### config.mk
export PLATFORM = sky130hd
export DESIGN_NAME = p251_rejection_sampler
export DESIGN_NICKNAME = d
export VERILOG_FILES = /design/src/rtl/p251_pkg.sv /design/src/rtl/p251_lt_q.sv /design/src/rtl/p251_rejection_sampler.sv
export SDC_FILE = /design/constraint.sdc
export NUM_CORES = 1
export LEC_CHECK = 0
export ABC_CLOCK_PERIOD_IN_PS = 2900
export BUFFER_PORTS_ARGS = -buffer_cell sky130_fd_sc_hd__clkbuf_2
export CORE_ASPECT_RATIO = 0.75
export CORE_MARGIN = 3
export CORE_UTILIZATION = 51
export CTS_CLUSTER_DIAMETER = 50
export DETAILED_ROUTE_END_ITERATION = 8
export PLACE_DENSITY = 0.76
export SLEW_MARGIN = 20
export SYNTH_ARGS = -nofsm -noshare
export SYNTH_HDL_FRONTEND = slang
export SYNTH_SLANG_ARGS = --single-unit
### constraint.sdc
create_clock -name i_clk -period 2.9 [get_ports i_clk]
set_input_delay 0.29 -clock i_clk [delete_from_list [all_inputs] [get_ports i_clk]]
set_output_delay 0.29 -clock i_clk [all_outputs]
set_load 0.1 [all_outputs]
### src/rtl/p251_pkg.sv
// rtl/p251_pkg.sv - shared constants and FSM encoding for the mod-251 rejection sampler
package p251_pkg;

   // Field modulus; bytes at or above this value are rejected.
   localparam logic [7:0] Q = 8'd251;

   typedef enum logic [1:0] {
      ST_IDLE = 2'd0,
      ST_LOAD = 2'd1,
      ST_SCAN = 2'd2,
      ST_DONE = 2'd3
   } state_e;

endpackage

### src/rtl/p251_lt_q.sv
// rtl/p251_lt_q.sv - combinational test of one byte against the modulus
module p251_lt_q
   import p251_pkg::*;
(
   input  logic [7:0] i_byte,
   output logic       o_lt_q
);

   // A byte is a usable field element only when strictly below Q.
   always_comb begin
      o_lt_q = (i_byte < Q);
   end

endmodule

### src/rtl/p251_rejection_sampler.sv
// rtl/p251_rejection_sampler.sv - turns random words into uniform elements of GF(251)
module p251_rejection_sampler
   import p251_pkg::*;
#(
   parameter int WORD_WIDTH  = 32,
   parameter int COUNT_WIDTH = 16
)
(
   input  logic                   i_clk,
   input  logic                   i_rst,
   input  logic                   i_start,
   input  logic [COUNT_WIDTH-1:0] i_num_elems,
   input  logic [WORD_WIDTH-1:0]  i_word,
   input  logic                   i_word_valid,
   output logic                   o_word_ready,
   output logic [7:0]             o_elem,
   output logic                   o_elem_valid,
   input  logic                   i_elem_ready,
   output logic                   o_busy,
   output logic                   o_done,
   output logic [COUNT_WIDTH-1:0] o_rej_count
);

   localparam int NUM_BYTES = WORD_WIDTH / 8;
   localparam int IDX_W     = (NUM_BYTES > 1) ? $clog2(NUM_BYTES) : 1;

   state_e                 state_q, state_d;
   logic [COUNT_WIDTH-1:0] target_q, target_d;
   logic [COUNT_WIDTH-1:0] elem_cnt_q, elem_cnt_d;
   logic [COUNT_WIDTH-1:0] rej_cnt_q, rej_cnt_d;
   logic [WORD_WIDTH-1:0]  word_q, word_d;
   logic [IDX_W-1:0]       idx_q, idx_d;
   logic [7:0]             elem_q, elem_d;
   logic                   elem_valid_q, elem_valid_d;

   logic [NUM_BYTES-1:0][7:0] word_bytes;
   logic [IDX_W-1:0]          next_idx;
   logic                      last_byte;
   logic [COUNT_WIDTH-1:0]    cnt_inc;
   logic                      hit_target;
   logic [7:0]                probe_byte;
   logic                      probe_lt;

   // The byte presented in the next cycle: byte 0 of the incoming word when
   // loading, otherwise the following byte of the buffered word. Its test
   // result is registered so o_elem_valid comes straight from a flop.
   always_comb begin
      word_bytes = word_q;
      next_idx   = idx_q + IDX_W'(1);
      last_byte  = (idx_q == IDX_W'(NUM_BYTES - 1));
      cnt_inc    = elem_cnt_q + COUNT_WIDTH'(1);
      hit_target = (cnt_inc == target_q);
      probe_byte = (state_q == ST_LOAD) ? i_word[7:0] : word_bytes[next_idx];
   end

   p251_lt_q u_lt_q (
      .i_byte (probe_byte),
      .o_lt_q (probe_lt)
   );

   // Next-state and datapath updates for the IDLE/LOAD/SCAN/DONE sequence.
   always_comb begin
      state_d      = state_q;
      target_d     = target_q;
      elem_cnt_d   = elem_cnt_q;
      rej_cnt_d    = rej_cnt_q;
      word_d       = word_q;
      idx_d        = idx_q;
      elem_d       = elem_q;
      elem_valid_d = elem_valid_q;

      unique case (state_q)
         ST_IDLE: begin
            if (i_start) begin
               target_d   = i_num_elems;
               elem_cnt_d = '0;
               rej_cnt_d  = '0;
               state_d    = (i_num_elems == '0) ? ST_DONE : ST_LOAD;
            end
         end
         ST_LOAD: begin
            if (i_word_valid) begin
               word_d       = i_word;
               idx_d        = '0;
               elem_d       = i_word[7:0];
               elem_valid_d = probe_lt;
               state_d      = ST_SCAN;
            end
         end
         ST_SCAN: begin
            if (elem_valid_q) begin
               // Element waits for the consumer; nothing moves until accepted.
               if (i_elem_ready) begin
                  elem_cnt_d = cnt_inc;
                  if (hit_target) begin
                     elem_valid_d = 1'b0;
                     state_d      = ST_DONE;
                  end else if (last_byte) begin
                     elem_valid_d = 1'b0;
                     state_d      = ST_LOAD;
                  end else begin
                     idx_d        = next_idx;
                     elem_d       = probe_byte;
                     elem_valid_d = probe_lt;
                  end
               end
            end else begin
               // Rejected byte: dropped in one cycle, counter saturates.
               if (rej_cnt_q != '1) begin
                  rej_cnt_d = rej_cnt_q + COUNT_WIDTH'(1);
               end
               if (last_byte) begin
                  state_d = ST_LOAD;
               end else begin
                  idx_d        = next_idx;
                  elem_d       = probe_byte;
                  elem_valid_d = probe_lt;
               end
            end
         end
         ST_DONE: begin
            state_d = ST_IDLE;
         end
         default: begin
            state_d = ST_IDLE;
         end
      endcase
   end

   // State register; reset abandons any run in progress.
   always_ff @(posedge i_clk or posedge i_rst) begin
      if (i_rst) begin
         state_q      <= ST_IDLE;
         target_q     <= '0;
         elem_cnt_q   <= '0;
         rej_cnt_q    <= '0;
         word_q       <= '0;
         idx_q        <= '0;
         elem_q       <= '0;
         elem_valid_q <= 1'b0;
      end else begin
         state_q      <= state_d;
         target_q     <= target_d;
         elem_cnt_q   <= elem_cnt_d;
         rej_cnt_q    <= rej_cnt_d;
         word_q       <= word_d;
         idx_q        <= idx_d;
         elem_q       <= elem_d;
         elem_valid_q <= elem_valid_d;
      end
   end

   // Status outputs decoded directly from registered state.
   always_comb begin
      o_word_ready = (state_q == ST_LOAD);
      o_busy       = (state_q != ST_IDLE);
      o_done       = (state_q == ST_DONE);
      o_elem       = elem_q;
      o_elem_valid = elem_valid_q;
      o_rej_count  = rej_cnt_q;
   end

endmodule

==> metrics.txt <==
die area=10,700 µm²; total track usage=21.9%; Worst Hold Class=input pin to asynchronous set/reset pin; Final #Nets=604; row cnt=30; critical path's slowest cell=or4_4; die height=90.2 µm; VDD IR-drop max=0.717 mV; Worst Reg-to-Reg Cells=8; CP max stage delay=0.52 ns; CTS H-tree depth=3; clock latency on the worst-skew pair=0.34 ns; via/cell ratio=5.69; largest net degree at the start of global routing=55; Initial Util=52.9%; crit path max fanout=10; setup slack at placement=0.0711 ns; GP Congestion=0.899; DR iter-0 viols=275; asr flop ratio synth=100%; post-synthesis cell type count=55; Max-slew headroom=42.8%; Synth Net Count=529; Syn Area/Cell=10.2 µm²; vias in the first global route=3,869; Synth Warn #=0; pwr/cell area=1010 nW/µm²; min Tclk post-route=2.70 ns; Max Clk Rate=370 MHz; commonest cells after routing, fill and taps aside=92 x dfrtp_1, 80 x clkbuf_2, 76 x nand2_1, 33 x mux2_2, 31 x nor2_1; setup TNS=0 ns; commonest non-fill, non-tap cell in the layout=dfrtp_1; leakage power total=2.63 nW; first-pass GRT wire length=19,100 µm; Seq/Total Area, Yosys=48.2%; synthesized flop and latch total=93; setup ws final=0.199 ns; reg-to-reg endpoint=o_elem[2]$_DFFE_PP0P_; GR Overflow Total=0; initial antenna violation count=0; Final period util=93.2%; Critical Path RT=3.13 ns; fraction of layout instances using a drive strength above 1=29.1%; startpoint types=flip-flop; CTS tree=built; status=complete, no violations; Cells after Synth=473; Main synth FF type=dfrtp_1; Max Slew Vio Count=0; root buffer selected by CTS=clkbuf_16; dpl cells=665; final wirelength=11,100 µm; CP endpoint=o_elem[2]$_DFFE_PP0P_; Crit Path Class=flip-flop to flip-flop; endpoints failing setup=0; routed vias=3,874; Inserted Clock Buffers=9; Routed WL per cell=16.4 µm; Longest Clk Path Bufs=2; R2R Setup Slk=0.20 ns; number of diodes=0; Post-synth EDFFs=0; Worst Skew=0.00622 ns; Maximum Capacitance Violations=0; startpoint of the worst-slack reg-to-reg timing path=elem_cnt_q[0]$_DFFE_PP0P_; Finished Layout Cells=681; hold slack=0.00741 ns; Die X-Extent=118 µm; crit-path cells=ha_1 -> and3_1 -> nand2_4 -> or4_4 -> a221oi_2 -> a41oi_2 -> and3_4 -> a221oi_1; CP arrival=2.93 ns; mapped cell area=4820 µm²; Final ANT Viol Nets=0; Final Hold Fails=0; Worst Tran Pin Value=0.855 ns; CP Launch Point=elem_cnt_q[0]$_DFFE_PP0P_; DRC=0; Clock transition at path regs=0.07 ns; Area Overhead vs Synth=17.0%; CTS sink cnt=93; core footprint=9120 µm²; Boundary Pins=81; hold buffer count at cts=0; HPWL Detailed=7910 µm; port bufs=80; first-pass iteration count of the detailed router=4; nature of the critical path endpoint=flip-flop
metal layers:
| metal | routed length (µm) | global-route usage (%) | vias to the layer above | share of wire [%] |
|---|---|---|---|---|
| li1 | - | - | 1826 | - |
| met1 | 5180 | 31.1 | 1912 | 46 |
| met2 | 5340 | 34.5 | 121 | 48 |
| met3 | 470 | 5.22 | 15 | 4.2 |
| met4 | 148 | 5.17 | 0 | 1.3 |
| met5 | 0 | 0 | - | 0 |
layout make-up:
type | count | area [µm²]
Clock buffer | 11 | 253
Tap cell | 128 | 160
Sequential cell | 93 | 2330
Fill cell | 748 | 3480
Multi-Input combinational cell | 332 | 2300
Inverter | 23 | 87.6
Timing Repair Buffer | 89 | 480
Clock inverter | 5 | 35.0
how the worst min path moves through the flow:
stage,end,startpoint,cells past startpoint,slack [ns]
6_report,o_rej_count[1]$_DFFE_PP0P_,i_rst,2,0.007
4_1_cts,o_rej_count[1]$_DFFE_PP0P_,i_rst,2,0.03
3_5_place_dp,o_rej_count[0]$_DFFE_PP0P_,i_rst,2,0.40
5_1_grt,o_rej_count[1]$_DFFE_PP0P_,i_rst,2,0.06
2_1_floorplan,target_q[0]$_DFFE_PP0P_,i_num_elems[0],2,0.40
3_3_place_gp,o_rej_count[0]$_DFFE_PP0P_,i_rst,2,0.40
cell usage after synthesis (5+ instances only):
library cell   n  area share [%]
a21oi_1        9            0.93
a221oi_1       6             1.1
and3_1         7            0.91
and4_1         6             1.1
clkbuf_1      16             1.2
dfrtp_1       93              48
inv_1         23             1.8
mux2_2        33             7.7
mux4_2         8             3.7
nand2_1       76             5.9
nand3_1       20             2.1
nand4_1       10             1.3
nor2_1        31             2.4
nor4_1         5            0.65
o21ai_0       27             2.8
o31ai_1        8             1.2
xnor2_1       21             3.8
xor2_1         9             1.6
per-stage QoR:
stage	total power [W]	cell area, µm²	util, %
after floorplan	0.00402	4820	-
after global placement	0.00450	5350	58.6
after detailed placement	0.00459	5350	58.6
after CTS	0.00574	5640	61.8
after global routing	0.00607	5650	61.9
final	0.00572	5650	61.9
cell families (layout without fill, tap and decap cells):
| family | count (synthesis) | count (layout) | share of synthesized area [%] |
|---|---|---|---|
| simple gates | 179 | 179 | 18.1 |
| flops | 93 | 93 | 48.2 |
| compound gates | 78 | 78 | 11.4 |
| buf+inv | 48 | 128 | 4.20 |
| mux | 41 | 41 | 11.4 |
| xor+xnor | 31 | 31 | 5.91 |
| fa+ha+maj | 3 | 3 | 0.778 |
timing repair:
item                       in CTS  in global routing
setup buffers                   0                  0
resized for setup               0                  2
setup endpoints to repair       0                 10
critical path, delay by kind of cell, from the launching register on:
family | cells | cell delay, ns
flip-flops | 1 | 0.43
adder cells (fa/ha/maj) | 1 | 0.18
AND/OR/NAND/NOR | 4 | 1.13
AO/OA/AOI/OAI | 3 | 0.84
power by group:
group | internal (W) | total (W) | switching [W]
Sequential | 0.00175 | 0.00207 | 0.000326
Combinational | 0.000908 | 0.00252 | 0.00162
Clock | 0.000628 | 0.00113 | 0.000500
Total | 0.00328 | 0.00572 | 0.00244
state kept, by name, indices dropped and copies added, names as in the netlist:
| signal | flops |
|---|---|
| word_bytes | 32 |
| o_elem | 8 |
| state_q | 2 |
| target_q | 16 |
| idx_q | 2 |
| elem_cnt_q | 16 |
| o_rej_count | 16 |
| o_elem_valid | 1 |
(Power assumes the default switching activity.)
